## config.mk

```make
export PLATFORM = sky130hd
export DESIGN_NAME = bus_arbiter_mux
export DESIGN_NICKNAME = d
export VERILOG_FILES = /design/src/rtl/bus_arbiter_mux_pkg.sv /design/src/rtl/bus_arbiter_mux_pick.sv /design/src/rtl/bus_arbiter_mux.sv
export SDC_FILE = /design/constraint.sdc
export NUM_CORES = 1
export LEC_CHECK = 0
export ABC_AREA = 1
export CORE_AREA = 10 10 323 325
export CTS_CLUSTER_DIAMETER = 200
export DETAILED_ROUTE_END_ITERATION = 10
export DIE_AREA = 0 0 333 335
export SKIP_CTS_REPAIR_TIMING = 1
export SLEW_MARGIN = 40
export SYNTH_ARGS = -nofsm -noshare
export SYNTH_HDL_FRONTEND = slang
export SYNTH_HIERARCHICAL = 1
export SYNTH_SLANG_ARGS = --single-unit
export TNS_END_PERCENT = 50
```

## constraint.sdc

```tcl
create_clock -name clock -period 16 [get_ports clock]
set_clock_uncertainty 0.2 [all_clocks]
set_input_delay 3.2 -clock clock [delete_from_list [all_inputs] [get_ports clock]]
set_output_delay 3.2 -clock clock [all_outputs]
set_load 0.05 [all_outputs]
```

## src/rtl/bus_arbiter_mux_pkg.sv

```systemverilog
// Shared constants for the bus arbiter: source indices, arbiter state encoding
// and the default bus width.
package bus_arbiter_mux_pkg;

  localparam int DEFAULT_WIDTH = 32;

  localparam int SRC_R0  = 0,  SRC_R1  = 1,  SRC_R2  = 2,  SRC_R3  = 3;
  localparam int SRC_R4  = 4,  SRC_R5  = 5,  SRC_R6  = 6,  SRC_R7  = 7;
  localparam int SRC_R8  = 8,  SRC_R9  = 9,  SRC_R10 = 10, SRC_R11 = 11;
  localparam int SRC_R12 = 12, SRC_R13 = 13, SRC_R14 = 14, SRC_R15 = 15;
  localparam int SRC_HI     = 16;
  localparam int SRC_LO     = 17;
  localparam int SRC_ZHI    = 18;
  localparam int SRC_ZLO    = 19;
  localparam int SRC_PC     = 20;
  localparam int SRC_MDR    = 21;
  localparam int SRC_INPORT = 22;
  localparam int SRC_CSIGN  = 23;

  typedef enum logic {
    ARB    = 1'b0,
    LOCKED = 1'b1
  } arb_state_e;

endpackage

```

## src/rtl/bus_arbiter_mux_pick.sv

```systemverilog
// Combinational winner selection: top-down search in fixed-priority mode,
// rotated upward search starting after start_idx in round-robin mode.
module rr_priority_pick #(
  parameter int NUM_SRC = 24,
  parameter int IDX_W   = $clog2(NUM_SRC)
) (
  input  logic [NUM_SRC-1:0] req,
  input  logic [IDX_W-1:0]   start_idx,
  input  logic               mode,
  output logic [IDX_W-1:0]   win_idx,
  output logic               any_vld,
  output logic               multi
);

  always_comb begin
    win_idx = '0;
    any_vld = |req;
    multi   = ($countones(req) > 1);
    if (!mode) begin
      // Ascending scan; the last hit is the highest set index.
      for (int i = 0; i < NUM_SRC; i++) begin
        if (req[i]) win_idx = IDX_W'(i);
      end
    end else begin
      // Scan the rotation backwards so the nearest index after start_idx wins.
      for (int k = NUM_SRC; k >= 1; k--) begin
        if (req[(int'(start_idx) + k) % NUM_SRC]) begin
          win_idx = IDX_W'((int'(start_idx) + k) % NUM_SRC);
        end
      end
    end
  end

endmodule

```

## src/rtl/bus_arbiter_mux.sv

```systemverilog
// Registered shared-bus arbiter and multiplexer with fixed-priority or
// round-robin selection and an owner lock for multi-cycle transfers.
module bus_arbiter_mux
  import bus_arbiter_mux_pkg::*;
#(
  parameter int WIDTH   = DEFAULT_WIDTH,
  parameter int NUM_SRC = 24,
  parameter int IDX_W   = $clog2(NUM_SRC)
) (
  input  logic                     clock,
  input  logic                     clear_n,
  input  logic [NUM_SRC-1:0]       src_req,
  input  logic [NUM_SRC*WIDTH-1:0] src_data,
  input  logic                     mode,
  input  logic                     lock,
  output logic [WIDTH-1:0]         bus_out,
  output logic                     bus_valid,
  output logic [NUM_SRC-1:0]       grant,
  output logic [IDX_W-1:0]         grant_idx,
  output logic                     conflict,
  output logic                     locked
);

  arb_state_e         state_q, state_d;
  logic [IDX_W-1:0]   rr_ptr_q, rr_ptr_d;
  logic [WIDTH-1:0]   bus_out_q, bus_out_d;
  logic               bus_valid_q, bus_valid_d;
  logic [NUM_SRC-1:0] grant_q, grant_d;
  logic [IDX_W-1:0]   grant_idx_q, grant_idx_d;
  logic               conflict_q, conflict_d;

  logic [IDX_W-1:0]   pick_idx;
  logic               pick_any;
  logic               pick_multi;
  logic               hold;

  rr_priority_pick #(
    .NUM_SRC (NUM_SRC),
    .IDX_W   (IDX_W)
  ) u_pick (
    .req       (src_req),
    .start_idx (rr_ptr_q),
    .mode      (mode),
    .win_idx   (pick_idx),
    .any_vld   (pick_any),
    .multi     (pick_multi)
  );

  always_comb begin
    state_d     = state_q;
    rr_ptr_d    = rr_ptr_q;
    bus_out_d   = bus_out_q;
    bus_valid_d = bus_valid_q;
    grant_d     = grant_q;
    grant_idx_d = grant_idx_q;
    conflict_d  = conflict_q;
    hold        = (state_q == LOCKED) && lock && src_req[grant_idx_q];

    if (hold) begin
      // Locked owner keeps the bus; its word is refreshed every cycle.
      bus_out_d   = src_data[int'(grant_idx_q)*WIDTH +: WIDTH];
      bus_valid_d = 1'b1;
      conflict_d  = 1'b0;
    end else if (!pick_any) begin
      state_d     = ARB;
      bus_valid_d = 1'b0;
      grant_d     = '0;
      conflict_d  = 1'b0;
    end else begin
      bus_out_d          = src_data[int'(pick_idx)*WIDTH +: WIDTH];
      grant_d            = '0;
      grant_d[pick_idx]  = 1'b1;
      grant_idx_d        = pick_idx;
      bus_valid_d        = 1'b1;
      conflict_d         = pick_multi;
      rr_ptr_d           = pick_idx;
      state_d            = lock ? LOCKED : ARB;
    end
  end

  always_ff @(posedge clock or negedge clear_n) begin
    if (!clear_n) begin
      state_q     <= ARB;
      rr_ptr_q    <= IDX_W'(NUM_SRC-1);
      bus_out_q   <= '0;
      bus_valid_q <= 1'b0;
      grant_q     <= '0;
      grant_idx_q <= '0;
      conflict_q  <= 1'b0;
    end else begin
      state_q     <= state_d;
      rr_ptr_q    <= rr_ptr_d;
      bus_out_q   <= bus_out_d;
      bus_valid_q <= bus_valid_d;
      grant_q     <= grant_d;
      grant_idx_q <= grant_idx_d;
      conflict_q  <= conflict_d;
    end
  end

  assign bus_out   = bus_out_q;
  assign bus_valid = bus_valid_q;
  assign grant     = grant_q;
  assign grant_idx = grant_idx_q;
  assign conflict  = conflict_q;
  assign locked    = (state_q == LOCKED);

endmodule

```

# Word-level counts from Yosys, hierarchy flattened
# Cells that the tools add are included.
# totals
ff_bits,69
mem_count,0
out_inout_bits,64
wordCells,248
input_bits,796
romBits,0
ram_bits,0
latch_bits,0
# op_classes
reduce_logical,6
shift,2
muxes,133
eq_ne,0
order_cmp,28
div_mod_pow,24
addsub,47
bitwise,1
multipliers,0
# ops
operator,count
$shiftx 768x11->32,2
$lt 32x7->1 const B,24
$mod 32x6->32 const B,24
$add 32x32->32,11
$mux 5,33
$bmux 1 s5,25
$mux 32,2
$mux 1,57
$add 5x5->6 const B,9
$add 5x4->6 const B,8
$gt 32x2->1 const B,1
$mux 4,8
$add 1x1->2,12
$add 5x3->6 const B,4
$mux 24,1
$reduce_or 24->1,1
$add 5x2->6 const B,2
$lt 5x6->1 const B,2
$mux 3,4
$add 5x1->6 const B,1
$demux 1 s5,1
$ge 5x1->1 const B,1
$mux 2,2
$logic_and 1x1->1,3
3 further kinds,3

# Depth between registers and ports, before layout
# logic_depth
word_depth,35
ltp_mapped,61
ltp_nobuf,57

# Cells and area by module
# Netlist, hierarchy kept.
# modules_own_cells
module,seq_area_each_um2,area_per_inst_um2,cells_each,n_inst
bus_arbiter_mux,1706.6,13690.6,2811,1
rr_priority_pick,0.0,6541.3,1279,1

# Worst setup path after synthesis
# OpenSTA, ideal clock, no wires.
# synth_path
path_kind,input to register
from,in src_req[7]
to,"reg conflict_q, in the netlist conflict"
slack_ns,8.634
setup_time_ns,0.130
stages,15
arrival_ns,7.036
cell_sequence,inv_1 -> fa_1 -> inv_1 -> fa_1 -> inv_1 -> fa_1 -> fa_1 -> fa_1 -> fa_1 -> fa_1 -> inv_1 -> nor4_1 -> o211ai_1 -> nand2_1 -> nor2_1
# synth_via
elab_chain_cells,8
# synth_lines
element,line,text
"start, declared",bus_arbiter_mux.sv:12,"input logic [NUM_SRC-1:0] src_req,"
$add 1x1->2 (implied by the code),bus_arbiter_mux_pick.sv:18,multi = ($countones(req) > 1);
$add 32x32->32 (implied by the code) (4 in a row),bus_arbiter_mux_pick.sv:18,
$gt 32x2->1,bus_arbiter_mux_pick.sv:18,
via pick_multi,bus_arbiter_mux.sv:34,logic pick_multi;
$mux 1,bus_arbiter_mux.sv:64,end else if (!pick_any) begin
$mux 1,bus_arbiter_mux.sv:59,if (hold) begin
via conflict_d,bus_arbiter_mux.sv:30,"logic conflict_q, conflict_d;"
"end signal, assigned",bus_arbiter_mux.sv:97,conflict_q <= conflict_d;
"end, declared",bus_arbiter_mux.sv:30,
# The timed path passes the listed nets, and every way through them passes these cells. The select of a mux whose other input is x is not followed.
# A chain may end at the register's enable or synchronous reset.

# Worst setup path in the final report
# layout_path
from,in src_req[9]
to,"reg bus_out_q[9], in the netlist bus_out[9]"
# layout_via
elab_chain_cells,31
# layout_lines
element,line,text
$bmux 1 s5,bus_arbiter_mux_pick.sv:27,if (req[(int'(start_idx) + k) % NUM_SRC]) begin
$mux 1 (implied by the code) (2 in a row),bus_arbiter_mux_pick.sv:27,
$mux 5 (24 in a row),bus_arbiter_mux_pick.sv:27,
$mux 5 *,bus_arbiter_mux_pick.sv:19,if (!mode) begin
via pick_idx[0],bus_arbiter_mux.sv:32,logic [IDX_W-1:0] pick_idx;
$shiftx 768x11->32 *,bus_arbiter_mux.sv:70,bus_out_d = src_data[int'(pick_idx)*WIDTH +: WIDTH];
$mux 32 *,bus_arbiter_mux.sv:64,
$mux 32 *,bus_arbiter_mux.sv:59,
"end signal, assigned",bus_arbiter_mux.sv:93,bus_out_q <= bus_out_d;
"end, declared",bus_arbiter_mux.sv:26,"logic [WIDTH-1:0] bus_out_q, bus_out_d;"
# Mark *: on every way through the listed nets, which the timed path passes. The rest lies on a longest branch. The select of a mux whose other input is x is not followed.

==> run_results.csv <==
group,metric,value,unit
floorplan,fp.coreArea,97800,µm²
logic_synthesis,ys_types,65,
drt,ant_nets,0,
drt,wirelength,139,mm
logic_synthesis,syn_avg_cell_area,4.95,µm²
floorplan,fp-row-count,115,
timing,worstMarginPinSlew,0.907,ns
logic_synthesis,synthTopCellsByCount,"nand2_1 (1122), inv_1 (1021), nand3_1 (939)",
logic_synthesis,yosys-top-cells-area,"nand3_1 (23%), nand2_1 (21%), inv_1 (19%)",
worst_hold_path,hold_path_class,"flop to flop",
cts,cts_root_buffer,"clkbuf_16",
logic_synthesis,synth.most_common_cell,"nand2_1",
cts,insertion_delay,0.36,ns
timing,post-route-period-util,63.7,%
floorplan,fp.dieH,335,µm
logic_synthesis,synth_edf_count,0,
timing,final-hold-violation-count,0,
drt,drc,0,
flow_run,drv_cap,0,
critical_path,crit_path_top_delay_cell,"nand2_8",
grt,antenna_found_initial,34,
logic_synthesis,ys_ff_latch,68,
timing,slew_viol_final,0,
grt,grt_pass1_vias,27100,
critical_path,critPathMaxFanout,97,
critical_path,crit_path_max_incr_delay,0.68,ns
timing,clock.fmax,98.1,MHz
timing,max_slew_margin,39.5,%
critical_path,cp.arrival,10.24,ns
grt,grt_usage,23.6,%
critical_path,crit_path_start_kind,"input port",
finish,final_nets,5650,
critical_path,path_buf_inv,6,
finish,area_growth,48.7,%
cts,cts_tree,"yes",
logic_synthesis,synth_nets,4960,
critical_path,crit_path_end_kind,"flop",
critical_path,path_common_cell,"nand2_1",
timing,finalSetupViolations,0,
logic_synthesis,synth_top_area_share,23.2,%
timing,final.setup.tns,0,ns
logic_synthesis,synth_area,20200,µm²
placed_design,port_buffers,859,
drt,num_vias,28300,
critical_path,ff2ff_setup_slack,6.98,ns
timing,layout_min_cycle_time,10.19,ns
logic_synthesis,ys.flop_type,"dfrtp_1",
placed_design,hpwl,114,mm
cts,path_clk_slew,0.07,ns
logic_synthesis,synth_largest_area_cell,"nand3_1",
logic_synthesis,synth-seq-area-share,8.44,%
logic_synthesis,async_reset_ff_share,100,%
cts,cts_buffer_depth,2,
critical_path,path_class,"input port to flop",
logic_synthesis,syn_inst,4090,
critical_path,crit_family,"simple AND/OR/NAND/NOR gates",
floorplan,start_util,20.7,%
cts,cts_inserted_buffers,9,
drt,drtPass1Iterations,5,
floorplan,fp.dieW,333,µm
floorplan,pin_count,860,
critical_path,worstPathRequired,16.04,ns
status,status,"finished clean",
drt,first_iter_violations,2333,
logic_synthesis,yosys_warnings,6,
floorplan,die_area,112000,µm²
grt,grt_max_degree,124,
finish,drive_above_1_share,3.30,%
grt,grt_pass1_wl,195,mm
grt,overflow,0,
placed_design,gp_congestion,0.971,
timing,grt_setup_unrepaired,"no",
drt,post_drt_via_cell_ratio,4.65,
cts,cts_htree_levels,3,
cts,cts_sinks,68,
drt,wire_per_inst,22.9,µm
area by class of cell:
cell class	instances	area, µm²
flip-flops and latches	68	1710
diodes	17	42.5
inverters	1067	4010
multi-input cells	2736	13500
fillers	11300	67800
clock inverters	7	51.3
repair buffers	898	8950
well taps	1287	1610
clock buffers	9	225
layer usage:
layer	up-vias	wire length (µm)	global-route usage (%)
li1	13900	-	-
met1	13100	56200	28.5
met2	1117	69500	42.3
met3	158	9850	4.58
met4	12	3790	6.08
met5	-	82	0
kinds of logic (layout without fill, tap and decap cells):
kind of cell	after synthesis	in the layout	share of synthesized area [%]
compound gates	363	363	10.6
xor+xnor	21	21	1.15
fa+ha+maj	74	74	5.21
buf+inv	1286	1981	25.3
flops	68	68	8.44
mux	5	5	0.254
other cells	0	17	0
simple gates	2273	2273	49.1
cells in the final DEF (no fill, tap or decap), types with 5 or more instances in the layout:
master,instances
diode_2,17
nand4_1,11
a31oi_1,9
nand3_1,939
nand2_2,5
xor2_1,14
a21oi_1,129
clkdlybuf4s50_1,858
ha_1,57
a32o_1,25
fa_1,17
nor2_1,142
nand3b_1,6
nand2_1,1122
o21ai_1,24
dfrtp_1,64
clkbuf_16,9
buf_4,33
nor3_1,10
inv_2,44
o211ai_1,7
or2_2,9
o21ai_0,123
inv_1,1020
o21a_1,9
o22ai_1,6
worst paths after layout:
kind	from	endpoint	cells past startpoint
max in group asynchronous	clear_n	bus_valid	2
setup reg to reg	rr_ptr_q[2]	bus_out[9]	50
setup / recovery	src_req[9]	bus_out[9]	44
min in group asynchronous	clear_n	bus_out[22]	1
hold / removal	grant[5]	grant[5]	1
hold reg to reg	grant[5]	grant[5]	1
sequential cells by signal, indices dropped and copies added, names as in the netlist:
name,flops
grant,24
bus_valid,1
conflict,1
locked,1
bus_out,32
grant_idx,4
rr_ptr_q,5
metrics by stage:
stage | util (%) | area (µm²) | worst slack (ns) | std cells | hold WS [ns]
after floorplan | - | 20200 | 8.63 | 4090 | 0.277
after global placement | 30.4 | 29700 | 4.79 | 6055 | 0.274
after detailed placement | 30.4 | 29700 | 5.25 | 6055 | 0.279
after CTS | 30.7 | 30000 | 5.63 | 6071 | 0.294
after global routing | 30.7 | 30100 | 5.08 | 6084 | 0.301
final | 30.7 | 30100 | 5.81 | 6089 | 0.290
Power is left out: the tool's default activity adds up to more than one toggle a clock period on the data nets, which glitch-free logic cannot reach.
